### src/rtl/platypus_pkg.sv
// Shared definitions for the DAQ scan controller: scan FSM states and the
// default values of the block parameters.
package platypus_pkg;

    localparam int NUM_CHIPS_DEF    = 8;
    localparam int CH_PER_CHIP_DEF  = 8;
    localparam int RD_CYC_DEF       = 2;
    localparam int CONV_LOW_CYC_DEF = 4;
    localparam int BUSY_TO_DEF      = 1023;

    typedef enum logic [2:0] {
        ST_IDLE    = 3'd0,
        ST_CONV    = 3'd1,
        ST_WAIT_BH = 3'd2,
        ST_WAIT_BL = 3'd3,
        ST_RD_LO   = 3'd4,
        ST_RD_HI   = 3'd5,
        ST_PUSH    = 3'd6
    } state_e;

endpackage

### src/rtl/daq_period_tick.sv
// Free-running conversion period counter. Counts 0..period_i and pulses
// tick_o in the wrap cycle; held at 0 while disabled.
module daq_period_tick (
    input  logic        clk_i,
    input  logic        reset_i,
    input  logic        en_i,
    input  logic [15:0] period_i,
    output logic        tick_o
);

    logic [15:0] cnt_q, cnt_d;

    // >= so that shrinking period_i mid-count wraps immediately instead of
    // running all the way round the 16-bit range.
    assign tick_o = en_i && (cnt_q >= period_i);

    // Next count: clear when disabled or wrapping, otherwise increment.
    always_comb begin
        cnt_d = cnt_q + 16'd1;
        if (!en_i || tick_o) cnt_d = 16'd0;
    end

    // Counter register.
    always_ff @(posedge clk_i) begin
        if (reset_i) cnt_q <= 16'd0;
        else         cnt_q <= cnt_d;
    end

endmodule

### src/rtl/daq_scan_ctrl.sv
// Multi-chip parallel ADC scan controller: fires CONVST on each period tick,
// waits for the busy pulse, then reads CH_PER_CHIP channels from each of
// NUM_CHIPS chips over a shared bus and streams them out with valid/ready.
// Optional: define DAQ_FRSTDATA_CHECK_EN to add the sticky frst_err_o check
// of the chips' first-channel flag.
import platypus_pkg::*;

module daq_scan_ctrl #(
    parameter int NUM_CHIPS    = NUM_CHIPS_DEF,
    parameter int CH_PER_CHIP  = CH_PER_CHIP_DEF,
    parameter int RD_CYC       = RD_CYC_DEF,
    parameter int CONV_LOW_CYC = CONV_LOW_CYC_DEF,
    parameter int BUSY_TO      = BUSY_TO_DEF
) (
    input  logic                 clk_i,
    input  logic                 reset_i,
    input  logic                 en_i,
    input  logic [15:0]          period_i,
    input  logic [2:0]           os_sel_i,
    output logic                 daq_conv_clk_o,
    output logic                 daq_rd_o,
    output logic [NUM_CHIPS-1:0] daq_cs_o,
    input  logic [15:0]          daq_db_i,
    input  logic                 daq_busy_i,
    input  logic                 daq_frstdata_i,
    output logic [2:0]           daq_os_sel_o,
    output logic [15:0]          smp_data_o,
    output logic [7:0]           smp_tag_o,
    output logic                 smp_valid_o,
    input  logic                 smp_ready_i,
    output logic                 overrun_o,
`ifdef DAQ_FRSTDATA_CHECK_EN
    output logic                 frst_err_o,
`endif
    output logic                 busy_to_o
);

    localparam logic [15:0] CONV_LAST = 16'(CONV_LOW_CYC - 1);
    localparam logic [15:0] RD_LAST   = 16'(RD_CYC - 1);
    localparam logic [15:0] TO_LAST   = 16'(BUSY_TO);
    localparam logic [3:0]  CHIP_LAST = 4'(NUM_CHIPS - 1);
    localparam logic [3:0]  CH_LAST   = 4'(CH_PER_CHIP - 1);

    state_e      state_q, state_d;
    logic [15:0] cyc_q, cyc_d;       // phase / timeout counter, per state
    logic [3:0]  chip_q, chip_d;
    logic [3:0]  ch_q, ch_d;
    logic        gap_q, gap_d;       // RD_HI used as chip-to-chip CS gap
    logic [2:0]  os_sel_q, os_sel_d;
    logic [15:0] data_q, data_d;
    logic [7:0]  tag_q, tag_d;
    logic        overrun_q, overrun_d;
    logic        busy_to_q, busy_to_d;
    logic        frst_err_q, frst_err_d;
    logic        tick;

    daq_period_tick u_tick (
        .clk_i    (clk_i),
        .reset_i  (reset_i),
        .en_i     (en_i),
        .period_i (period_i),
        .tick_o   (tick)
    );

    // Scan sequencing, sample capture and sticky status.
    always_comb begin
        state_d    = state_q;
        cyc_d      = cyc_q + 16'd1;
        chip_d     = chip_q;
        ch_d       = ch_q;
        gap_d      = gap_q;
        os_sel_d   = os_sel_q;
        data_d     = data_q;
        tag_d      = tag_q;
        busy_to_d  = busy_to_q;
        frst_err_d = frst_err_q;
        overrun_d  = overrun_q | (tick && state_q != ST_IDLE);
        case (state_q)
            ST_IDLE: begin
                cyc_d = 16'd0;
                if (tick) begin
                    state_d  = ST_CONV;
                    os_sel_d = os_sel_i;
                end
            end
            ST_CONV: if (cyc_q == CONV_LAST) begin
                state_d = ST_WAIT_BH;
                cyc_d   = 16'd0;
            end
            ST_WAIT_BH, ST_WAIT_BL: begin
                if (daq_busy_i == (state_q == ST_WAIT_BH)) begin
                    state_d = (state_q == ST_WAIT_BH) ? ST_WAIT_BL : ST_RD_LO;
                    cyc_d   = 16'd0;
                    chip_d  = 4'd0;
                    ch_d    = 4'd0;
                    gap_d   = 1'b0;
                end else if (cyc_q == TO_LAST) begin
                    state_d   = ST_IDLE;
                    busy_to_d = 1'b1;
                end
            end
            ST_RD_LO: if (cyc_q == RD_LAST) begin
                state_d = ST_RD_HI;
                cyc_d   = 16'd0;
                data_d  = daq_db_i;
                tag_d   = {chip_q, ch_q};
                if (daq_frstdata_i != (ch_q == 4'd0)) frst_err_d = 1'b1;
            end
            ST_RD_HI: if (cyc_q == RD_LAST) begin
                state_d = gap_q ? ST_RD_LO : ST_PUSH;
                cyc_d   = 16'd0;
                gap_d   = 1'b0;
            end
            ST_PUSH: begin
                cyc_d = 16'd0;
                if (smp_ready_i) begin
                    if (ch_q != CH_LAST) begin
                        ch_d    = ch_q + 4'd1;
                        state_d = ST_RD_LO;
                    end else if (chip_q != CHIP_LAST) begin
                        ch_d    = 4'd0;
                        chip_d  = chip_q + 4'd1;
                        gap_d   = 1'b1;
                        state_d = ST_RD_HI;
                    end else begin
                        ch_d    = 4'd0;
                        chip_d  = 4'd0;
                        state_d = ST_IDLE;
                    end
                end
            end
            default: state_d = ST_IDLE;
        endcase
    end

    // State and datapath registers.
    always_ff @(posedge clk_i) begin
        if (reset_i) begin
            state_q    <= ST_IDLE;
            cyc_q      <= 16'd0;
            chip_q     <= 4'd0;
            ch_q       <= 4'd0;
            gap_q      <= 1'b0;
            os_sel_q   <= 3'd0;
            data_q     <= 16'd0;
            tag_q      <= 8'd0;
            overrun_q  <= 1'b0;
            busy_to_q  <= 1'b0;
            frst_err_q <= 1'b0;
        end else begin
            state_q    <= state_d;
            cyc_q      <= cyc_d;
            chip_q     <= chip_d;
            ch_q       <= ch_d;
            gap_q      <= gap_d;
            os_sel_q   <= os_sel_d;
            data_q     <= data_d;
            tag_q      <= tag_d;
            overrun_q  <= overrun_d;
            busy_to_q  <= busy_to_d;
            frst_err_q <= frst_err_d;
        end
    end

    // ADC strobes are pure decodes of the registered state.
    always_comb begin
        daq_cs_o = '1;
        if ((state_q == ST_RD_LO || state_q == ST_RD_HI || state_q == ST_PUSH) && !gap_q)
            daq_cs_o = ~(NUM_CHIPS'(1) << chip_q);
    end

    assign daq_conv_clk_o = (state_q != ST_CONV);
    assign daq_rd_o       = (state_q != ST_RD_LO);
    assign daq_os_sel_o   = os_sel_q;
    assign smp_valid_o    = (state_q == ST_PUSH);
    assign smp_data_o     = data_q;
    assign smp_tag_o      = tag_q;
    assign overrun_o      = overrun_q;
    assign busy_to_o      = busy_to_q;

`ifdef DAQ_FRSTDATA_CHECK_EN
    assign frst_err_o = frst_err_q;
`else
    logic unused_frst;
    assign unused_frst = frst_err_q;
`endif

endmodule
### config.mk
export PLATFORM = sky130hd
export DESIGN_NAME = daq_scan_ctrl
export DESIGN_NICKNAME = d
export VERILOG_FILES = /design/src/rtl/platypus_pkg.sv /design/src/rtl/daq_period_tick.sv /design/src/rtl/daq_scan_ctrl.sv
export SDC_FILE = /design/constraint.sdc
export NUM_CORES = 1
export LEC_CHECK = 0
export ABC_AREA = 1
export BUFFER_PORTS_ARGS = -buffer_cell sky130_fd_sc_hd__buf_2
export CORE_ASPECT_RATIO = 1.25
export CORE_MARGIN = 2
export CORE_UTILIZATION = 40
export CTS_CLUSTER_SIZE = 16
export DETAILED_ROUTE_END_ITERATION = 12
export PLACE_DENSITY = 0.73
export SLEW_MARGIN = 20
export SYNTH_ARGS = -nofsm -noshare
export SYNTH_HDL_FRONTEND = slang
export SYNTH_HIERARCHICAL = 1
export SYNTH_SLANG_ARGS = --single-unit
### constraint.sdc
create_clock -name clk_i -period 3.2 [get_ports clk_i]
set_clock_uncertainty 0.15 [all_clocks]
set_input_delay 0.32 -clock clk_i [delete_from_list [all_inputs] [get_ports clk_i]]
set_output_delay 0.32 -clock clk_i [all_outputs]
set_load 0.02 [all_outputs]
Yosys cells after proc, flatten, opt, wreduce, memory -nomap -nowiden
Index checks and enable logic that the tools add are counted.
{ "word_totals": {"regBits": 73, "out_inout_bits": 40, "mem_bits_rw": 0, "latch_bits": 0, "mem_count": 0, "romBits": 0, "elab_cells": 97} }
{ "op_classes": {"n_bitwise": 3, "n_reduce_logical": 23, "eq_ne": 23, "n_mul": 0, "n_mux": 31, "n_shift": 1, "div": 0, "n_addsub": 4, "magnitude_cmp": 1} }
{ "ops": {"columns": ["cell", "count"], "rows": [
  ["16-bit one-hot mux with 4 select lines", 1],
  ["16-bit two-way mux", 3],
  ["16-bit by 1-bit adder with 16-bit output, second input constant", 2],
  ["3-bit two-way mux", 10],
  ["4-bit two-way mux", 6],
  ["3-bit one-hot mux with 6 select lines", 1],
  ["16-bit by 1-bit == test with 1-bit output, second input constant", 1],
  ["16-bit by 10-bit == test with 1-bit output, second input constant", 1],
  ["16-bit by 2-bit == test with 1-bit output, second input constant", 1],
  ["16-bit greater-or-equal comparator", 1],
  ["4-bit one-hot mux with 2 select lines", 2],
  ["2-bit inequality test, second input constant", 6],
  ["6-bit AND reduction", 2],
  ["3-bit == test, second input constant", 3],
  ["4-bit by 1-bit adder with 4-bit output, second input constant", 2],
  ["8-bit two-way mux", 1],
  ["4-bit by 3-bit inequality test with 1-bit output, second input constant", 2],
  ["8-bit inverter", 1],
  ["2-bit OR reduction", 4],
  ["1-bit by 4-bit left shift with 8-bit output, first input constant", 1],
  ["3-bit by 2-bit == test with 1-bit output, second input constant", 2],
  ["3-bit inequality test, second input constant", 2],
  ["3-bit AND reduction", 2],
  ["3-bit nonzero test", 2],
  ["16 further kinds", 27]
]} }

Longest topological paths before layout
Gate-level depths: netlist of run 1.
{ "logic_depth": {"word_depth": 5, "mapped_depth": 17, "mapped_depth_nobuf": 17} }

Hierarchy
Netlist of run 1, hierarchy kept.
{ "by_module_without_submodules": {"columns": ["mod", "area_per_inst_um2", "n_inst", "cells_each"], "rows": [
  ["daq_scan_ctrl", 2755.1, 1, 367],
  ["daq_period_tick", 1192.4, 1, 158]
]} }

Least setup slack after synthesis of run 1
No wires, ideal clock.
{ "synth_timing": {"path_type": "reg-to-reg", "start": "register u_tick.cnt_q[0]", "end": "register state_q[2]", "n_path_buf": 0, "path_stages_with_launch": 16, "setup_slack_ns": 1.208, "t_arrival_ns": 1.729, "setup_ns": 0.113, "cell_sequence": "dfxtp_1 -> inv_1 -> ha_1 -> nand2_1 -> nor2_1 -> nor2_1 -> nand2_1 -> nand2_1 -> nand2_1 -> nand2_2 -> a21oi_1 -> o21ai_2 -> a21oi_1 -> nand3_1 -> nand2_1 -> nor2_1"} }
{ "synth_via": {"elab_chain_len": 4} }
{ "synth_rtl": {"columns": ["item", "line", "text"], "rows": [
  ["start, declared", "daq_period_tick.sv:11", "logic [15:0] cnt_q, cnt_d;"],
  ["start signal, assigned", "daq_period_tick.sv:26", "else cnt_q <= cnt_d;"],
  ["16-bit greater-or-equal comparator", "daq_period_tick.sv:15", "assign tick_o = en_i && (cnt_q >= period_i);"],
  ["1-bit logical AND", "daq_period_tick.sv:15", null],
  ["net tick", "daq_scan_ctrl.sv:55", "logic tick;"],
  ["2-bit inequality test (no line)", null, null],
  ["6-bit AND reduction (no line)", null, null],
  ["end signal, assigned", "daq_scan_ctrl.sv:151", "state_q <= state_d;"],
  ["end, declared", "daq_scan_ctrl.sv:44", "state_e state_q, state_d;"]
]} }
The timed path passes the listed nets, and every way through them passes these cells.
A chain may end at the register's enable or synchronous reset.

Worst setup path after layout of run 1
{ "layout_timing": {"start": "register state_q[0]", "end": "output port daq_cs_o[0]"} }
{ "layout_via": {"elab_chain_len": 5, "word_cells_on_any_way": 7} }
{ "layout_rtl": {"columns": ["item", "line", "text"], "rows": [
  ["3-bit == test", "daq_scan_ctrl.sv:168", "if ((state_q == ST_RD_LO || state_q == ST_RD_HI || state_q == ST_PUSH) && !gap_q)"],
  ["1-bit logical OR", "daq_scan_ctrl.sv:168", null],
  ["1-bit logical OR *", "daq_scan_ctrl.sv:168", null],
  ["1-bit logical AND *", "daq_scan_ctrl.sv:168", null],
  ["8-bit two-way mux *", "daq_scan_ctrl.sv:168", null],
  ["end, declared", "daq_scan_ctrl.sv:22", "output logic [NUM_CHIPS-1:0] daq_cs_o,"]
]} }
Mark *: on every way between the ends. The rest lies on a longest branch, timed or not.

==> run metrics, run 1 <==
min-delay src reset_i; vias post-DR 3,480; PD cells 605 mW/mm^2; min cycle time layout 2.51 ns; routed len/inst 11.0 um; Crit Path Max Fanout 8; Reg2Reg Depth 15; Clock Path Buffers 2; gr ovfl total 0; Hold Crit Endpoint chip_q[1]$_SDFFE_PP0P_; DPL Wire Length 6240 um; IO Pins 81; worst flop-to-flop path endpoint state_q[2]$_SDFFE_PP0P_; Setup crit start kind flip-flop; peak supply drop 344 uV; Hold Crit Depth 2; yosys warns 6; Final period util 0.784; x dimension of the die 92.9 um; critical path class reg -> out; first-pass GRT wire length 13,800 um; initial antenna violation count 0; vias per cell 4.72; endpoint class of the critical path output pin; met1 track demand over resource 0.185; fin nets 676; grt met2 use 0.278; row cnt 40; min-delay worst type in -> reg; Clk pin slew, worst setup/hold paths 0.06 ns; Mapped Cells 525; DRT Pass-1 Iters 4; total clock sinks 73; grt met3 use 0.0472; Power Total 2.88 mW; ratio of cells with drive above 1 in the final layout 0.232; Crit path arrival time 2.04 ns; Overall Global Routing Usage 0.159; CTS root buffer clkbuf_16; # hold bufs at CTS 0; Max Fclk 398 MHz; Yosys reg bits 73; Die Span Y 115 um; Unique masters post-synth 35; Slew Viols, Final 0; Hold Fails Final Rpt 0; core area 0.00961 sq mm; Lkg Pwr 2.12 nW; GP Congestion 0.818; sequential-to-total area share from yosys stat 0.370; ys flop type dfxtp_1; worst r2r src u_tick/cnt_q[0]$_SDFF_PP0_; Routed Antenna Nets 0; critical path data required time 2.73 ns; largest net degree at the start of global routing 49; Post-CTS Setup Bufs 0; final WL 8130 um; port bufs 79; status finished clean; MaxCap Viol Count 0; CTS resizes 0; final setup vio count 0; filler cell count in the final layout 956; Cell Area, Synth 0.00395 sq mm; CTS tree built; R2R Setup Slk 0.92 ns; setup TNS 0 ns; Area growth, synth to finish 20.6%; die area 0.0107 sq mm; H-tree depth 3; # DRC 0; Rel. slew slack 0.585; syn_nets 594; vias in the first global route 3,246; Initial Util 0.411; RSZ-0062 raised after global routing false; Post-synth EDFFs 0; clk_lat worst skew 0.33 ns; diode count 0; drt initial violations 117; Async S/R FF share, synth 0; Num CTS Buffers 9; Mean Syn Cell Area 7.52 sq um; grt peak-use layer met2; Slew @ Worst Pin 0.619 ns
registers in the layout (all words and copies together) (netlist names):
register,count
smp_tag_o,8
daq_os_sel_o,3
state_q,3
gap_q,1
ch_q,4
smp_data_o,16
cyc_q,16
overrun_o,1
u_tick/cnt_q,16
busy_to_o,1
chip_q,4
where the power goes:
group / switching (mW) / internal [mW] / leakage, nW
combinational: 0.543 / 0.272 / 1.38
sequential: 0.0785 / 0.980 / 0.590
clock: 0.398 / 0.610 / 0.146
synth_stat cells, types with 4 or more instances:
master / instances / share of area
nor2_1: 65 / 0.062
ha_1: 28 / 0.089
nand4_1: 7 / 0.011
nand2_2: 5 / 0.0079
nand3_2: 5 / 0.013
nand3_1: 33 / 0.042
xnor2_1: 11 / 0.024
nor2_2: 17 / 0.027
nand2_1: 61 / 0.058
clkbuf_1: 5 / 0.0048
o21ai_0: 33 / 0.042
nand2_4: 4 / 0.011
dfxtp_1: 73 / 0.37
xor2_1: 18 / 0.040
inv_1: 81 / 0.077
a21oi_1: 48 / 0.061
kinds of logic after synthesis:
family | after synthesis | synth area share
flops | 73 | 0.370
xor+xnor | 29 | 0.0643
buf+inv | 97 | 0.0989
fa+ha+maj | 28 | 0.0887
simple gates | 207 | 0.256
compound gates | 91 | 0.121
final cells by class:
cell class / instances / area (sq um) / area share
sequential: 73 / 1460 / 0.307
tap: 126 / 158 / 0.0331
inverter: 87 / 334 / 0.0702
clock buffer: 9 / 225 / 0.0473
multi-input combinational: 355 / 2100 / 0.440
clock inverter: 7 / 77.6 / 0.0163
timing repair buffer: 81 / 410 / 0.0862
how the worst max path moves through the flow:
stage                               to  slack (ns)  depth (start not counted)                       start
3_5_place_dp   state_q[2]$_SDFFE_PP0P_        0.85                         12                period_i[15]
2_1_floorplan  state_q[2]$_SDFFE_PP0P_        1.21                         15  u_tick/cnt_q[0]$_SDFF_PP0_
3_3_place_gp   state_q[1]$_SDFFE_PP0P_        0.89                         12                period_i[15]
6_report                   daq_cs_o[0]        0.69                          5     state_q[0]$_SDFFE_PP0P_
5_1_grt                    daq_cs_o[3]        0.48                          5     state_q[0]$_SDFFE_PP0P_
4_1_cts                    daq_cs_o[0]        0.69                          5     state_q[0]$_SDFFE_PP0P_
routing by layer:
metal,wire length (um),vias up,part of all wire
li1,-,1835,-
met1,3600,1545,0.44
met2,3890,87,0.48
met3,501,13,0.062
met4,140,0,0.017
met5,0,-,0
stage by stage:
step	cell area (sq um)	hold slack, ns	setup WS (ns)	util	instances
floorplan	3950	0.239	1.21	-	525
global placement	4460	0.279	0.889	0.464	722
detailed placement	4460	0.282	0.847	0.464	722
CTS	4760	0.111	0.691	0.496	738
global route	4760	0.126	0.477	0.496	738
finish	4760	0.119	0.690	0.496	738
worst max-delay path: stages, from the launching register on:
cell	delay, ns
dfxtp_1	0.39
nor2_2	0.26
nand2_2	0.13
a31oi_1	0.55
nand4_1	0.16
buf_2	0.21
placed cells by master, fill, tap and decap left out, types with 2 or more instances in the layout:
cell,instances
ha_1,28
nor2_1,65
inv_2,3
inv_1,81
buf_4,2
nand2_4,4
nor3_1,3
dfxtp_1,73
o21ai_0,33
buf_2,79
nor2_2,17
nand3_1,33
nand3_4,2
o21ai_1,2
nand2_1,61
inv_6,2
a21oi_1,48
nor2_4,3
clkinv_4,3
o21bai_1,2
nand3_2,5
nand2_2,5
xnor2_1,11
clkbuf_16,9
nand4_1,7
xor2_1,18
Power figures use the tool's default switching activity.
==> run 2, diff against run 1 <==
- clock period: 3.2 -> 2.6 ns (I/O delays scaled with it)
==> run 2 against run 1 <==
Effect of this change:
- hold slack lost 0.072 ns
- routed wire length grew 0.49%
- die area is the same
- critical path type unchanged
- setup slack lost 0.36 ns
- cell count is the same
- count of clock-buffer cells in the layout is the same
- first-iteration DRC count grew 1.7%
- sequential share of layout area shrank 0.48 points
- core utilization grew 0.78 points
- sequential cell count is the same
==> run metrics, run 2 (synthesis results as in run 1) <==
status finished clean; CTS resizes 0 (unchanged); total clock sinks 73 (unchanged); Die Span Y 115 um (unchanged); Slew @ Worst Pin 0.381 ns (-0.238 ns); largest net degree at the start of global routing 49 (unchanged); vias per cell 4.72 (about the same); min-delay worst type in -> reg; PD cells 791 mW/mm^2 (+31%); Power Total 3.82 mW (+33%); Area after DPL 0.00446 sq mm (unchanged); Initial Util 0.411 (unchanged); Crit Path Max Fanout 8 (unchanged); port bufs 79 (unchanged); vias post-DR 3,481 (+0.029%); CTS tree built; # DRC 0 (unchanged); gr ovfl total 0 (unchanged); DP Worst Slack 0.320 ns (-0.527 ns); drt initial violations 119 (+1.7%); Setup crit start kind flip-flop; endpoint class of the critical path output pin; min cycle time layout 2.27 ns; first-pass GRT wire length 13,600 um (-1.2%); x dimension of the die 92.9 um (unchanged); Overall Global Routing Usage 0.158 (-0.00128); die area 0.0107 sq mm (unchanged); initial antenna violation count 0 (unchanged); # hold bufs at CTS 0 (unchanged); core area 0.00961 sq mm (unchanged); critical path class reg -> out; MaxCap Viol Count 0 (unchanged); Slew Viols, Final 0 (unchanged); Final period util 0.873; IO Pins 81 (unchanged); CTS root buffer clkbuf_16; setup TNS 0 ns (unchanged); Clk pin slew, worst setup/hold paths 0.06 ns (about the same); critical path data required time 2.19 ns (-0.54 ns); final WL 8170 um (+0.49%); final setup vio count 0 (unchanged); H-tree depth 3 (unchanged); fin nets 676 (unchanged); final instance area 0.00484 sq mm (+1.6%); Routed Antenna Nets 0 (unchanged); Max Fclk 440 MHz; Reg2Reg Depth 15 (unchanged); RSZ-0062 raised after global routing false; vias in the first global route 3,294 (+1.5%); clk_lat worst skew 0.33 ns (about the same); final worst-path setup slack 0.329 ns (-0.360 ns); diode count 0 (unchanged); row cnt 40 (unchanged); DPL Wire Length 6180 um (-1.0%); commonest non-fill, non-tap cells in the layout 81 x inv_1, 79 x buf_2, 73 x dfxtp_1; Num CTS Buffers 9 (unchanged); Cells after DPL 722 (unchanged); Clock Path Buffers 2 (unchanged); non-filler instance count after layout 738 (unchanged); Lkg Pwr 2.15 nW (+1.6%); Area growth, synth to finish 22.5%; Hold Crit Depth 2 (unchanged); peak supply drop 426 uV (+24%); GP Congestion 0.862 (+5.4%); Post-CTS Setup Bufs 0 (unchanged); DRT Pass-1 Iters 4 (unchanged); Crit path arrival time 1.86 ns (-0.18 ns); routed len/inst 11.1 um (+0.49%); ratio of cells with drive above 1 in the final layout 0.235 (+0.00327); Rel. slew slack 0.745 (+0.160); Hold Fails Final Rpt 0 (unchanged); most common cell after layout, fill and taps aside inv_1
run 2: cell count changes in the layout (fill, tap and decap cells not counted), sizes merged:
cell	change
bufinv	+3
clkinvlp	-1
inv	-2
run 2: critical path: stages (launching register included):
cell     delay (ns)
dfxtp_1        0.39
nor2_2         0.29
nand2_2        0.14
a31oi_2        0.38
nand4_1        0.14
buf_2          0.19
run 2: metrics by stage:
step	util	hold slack [ns]
6_report	0.503	0.0468
5_1_grt	0.503	0.0658
4_1_cts	0.502	0.0439
3_5_place_dp	0.464	0.286
3_3_place_gp	0.464	0.280
2_1_floorplan	-	0.179
run 2: final cells by class:
cell class | instances | area (sq um)
Clock buffer | 9 | 225
Clock inverter | 7 | 143
Fill cell | 956 | 4770
Inverter | 87 | 334
Multi-Input combinational cell | 355 | 2110
Sequential cell | 73 | 1460
Tap cell | 126 | 158
Timing Repair Buffer | 81 | 410
run 2: final timing paths:
check / from / endpoint / slack, ns
setup / recovery: state_q[0]$_SDFFE_PP0P_ / daq_cs_o[0] / 0.33
hold / removal: reset_i / chip_q[1]$_SDFFE_PP0P_ / 0.05
setup reg to reg: u_tick/cnt_q[0]$_SDFF_PP0_ / state_q[2]$_SDFFE_PP0P_ / 0.39
hold reg to reg: smp_data_o[7]$_SDFFE_PP0P_ / smp_data_o[7]$_SDFFE_PP0P_ / 0.29
run 2: metal layers:
| metal | vias up | global-route usage | part of all wire |
|---|---|---|---|
| met4 | 0 | 0.0608 | 0.019 |
| met1 | 1551 | 0.176 | 0.44 |
| li1 | 1834 | - | - |
| met5 | - | 0 | 0 |
| met2 | 83 | 0.281 | 0.48 |
| met3 | 13 | 0.0491 | 0.062 |
run 2: report_power, final:
part / internal, mW / switching [mW] / leakage, nW
registers: 1.21 / 0.0998 / 0.590
logic: 0.338 / 0.671 / 1.38
clock network: 1.04 / 0.474 / 0.180
total: 2.58 / 1.25 / 2.15
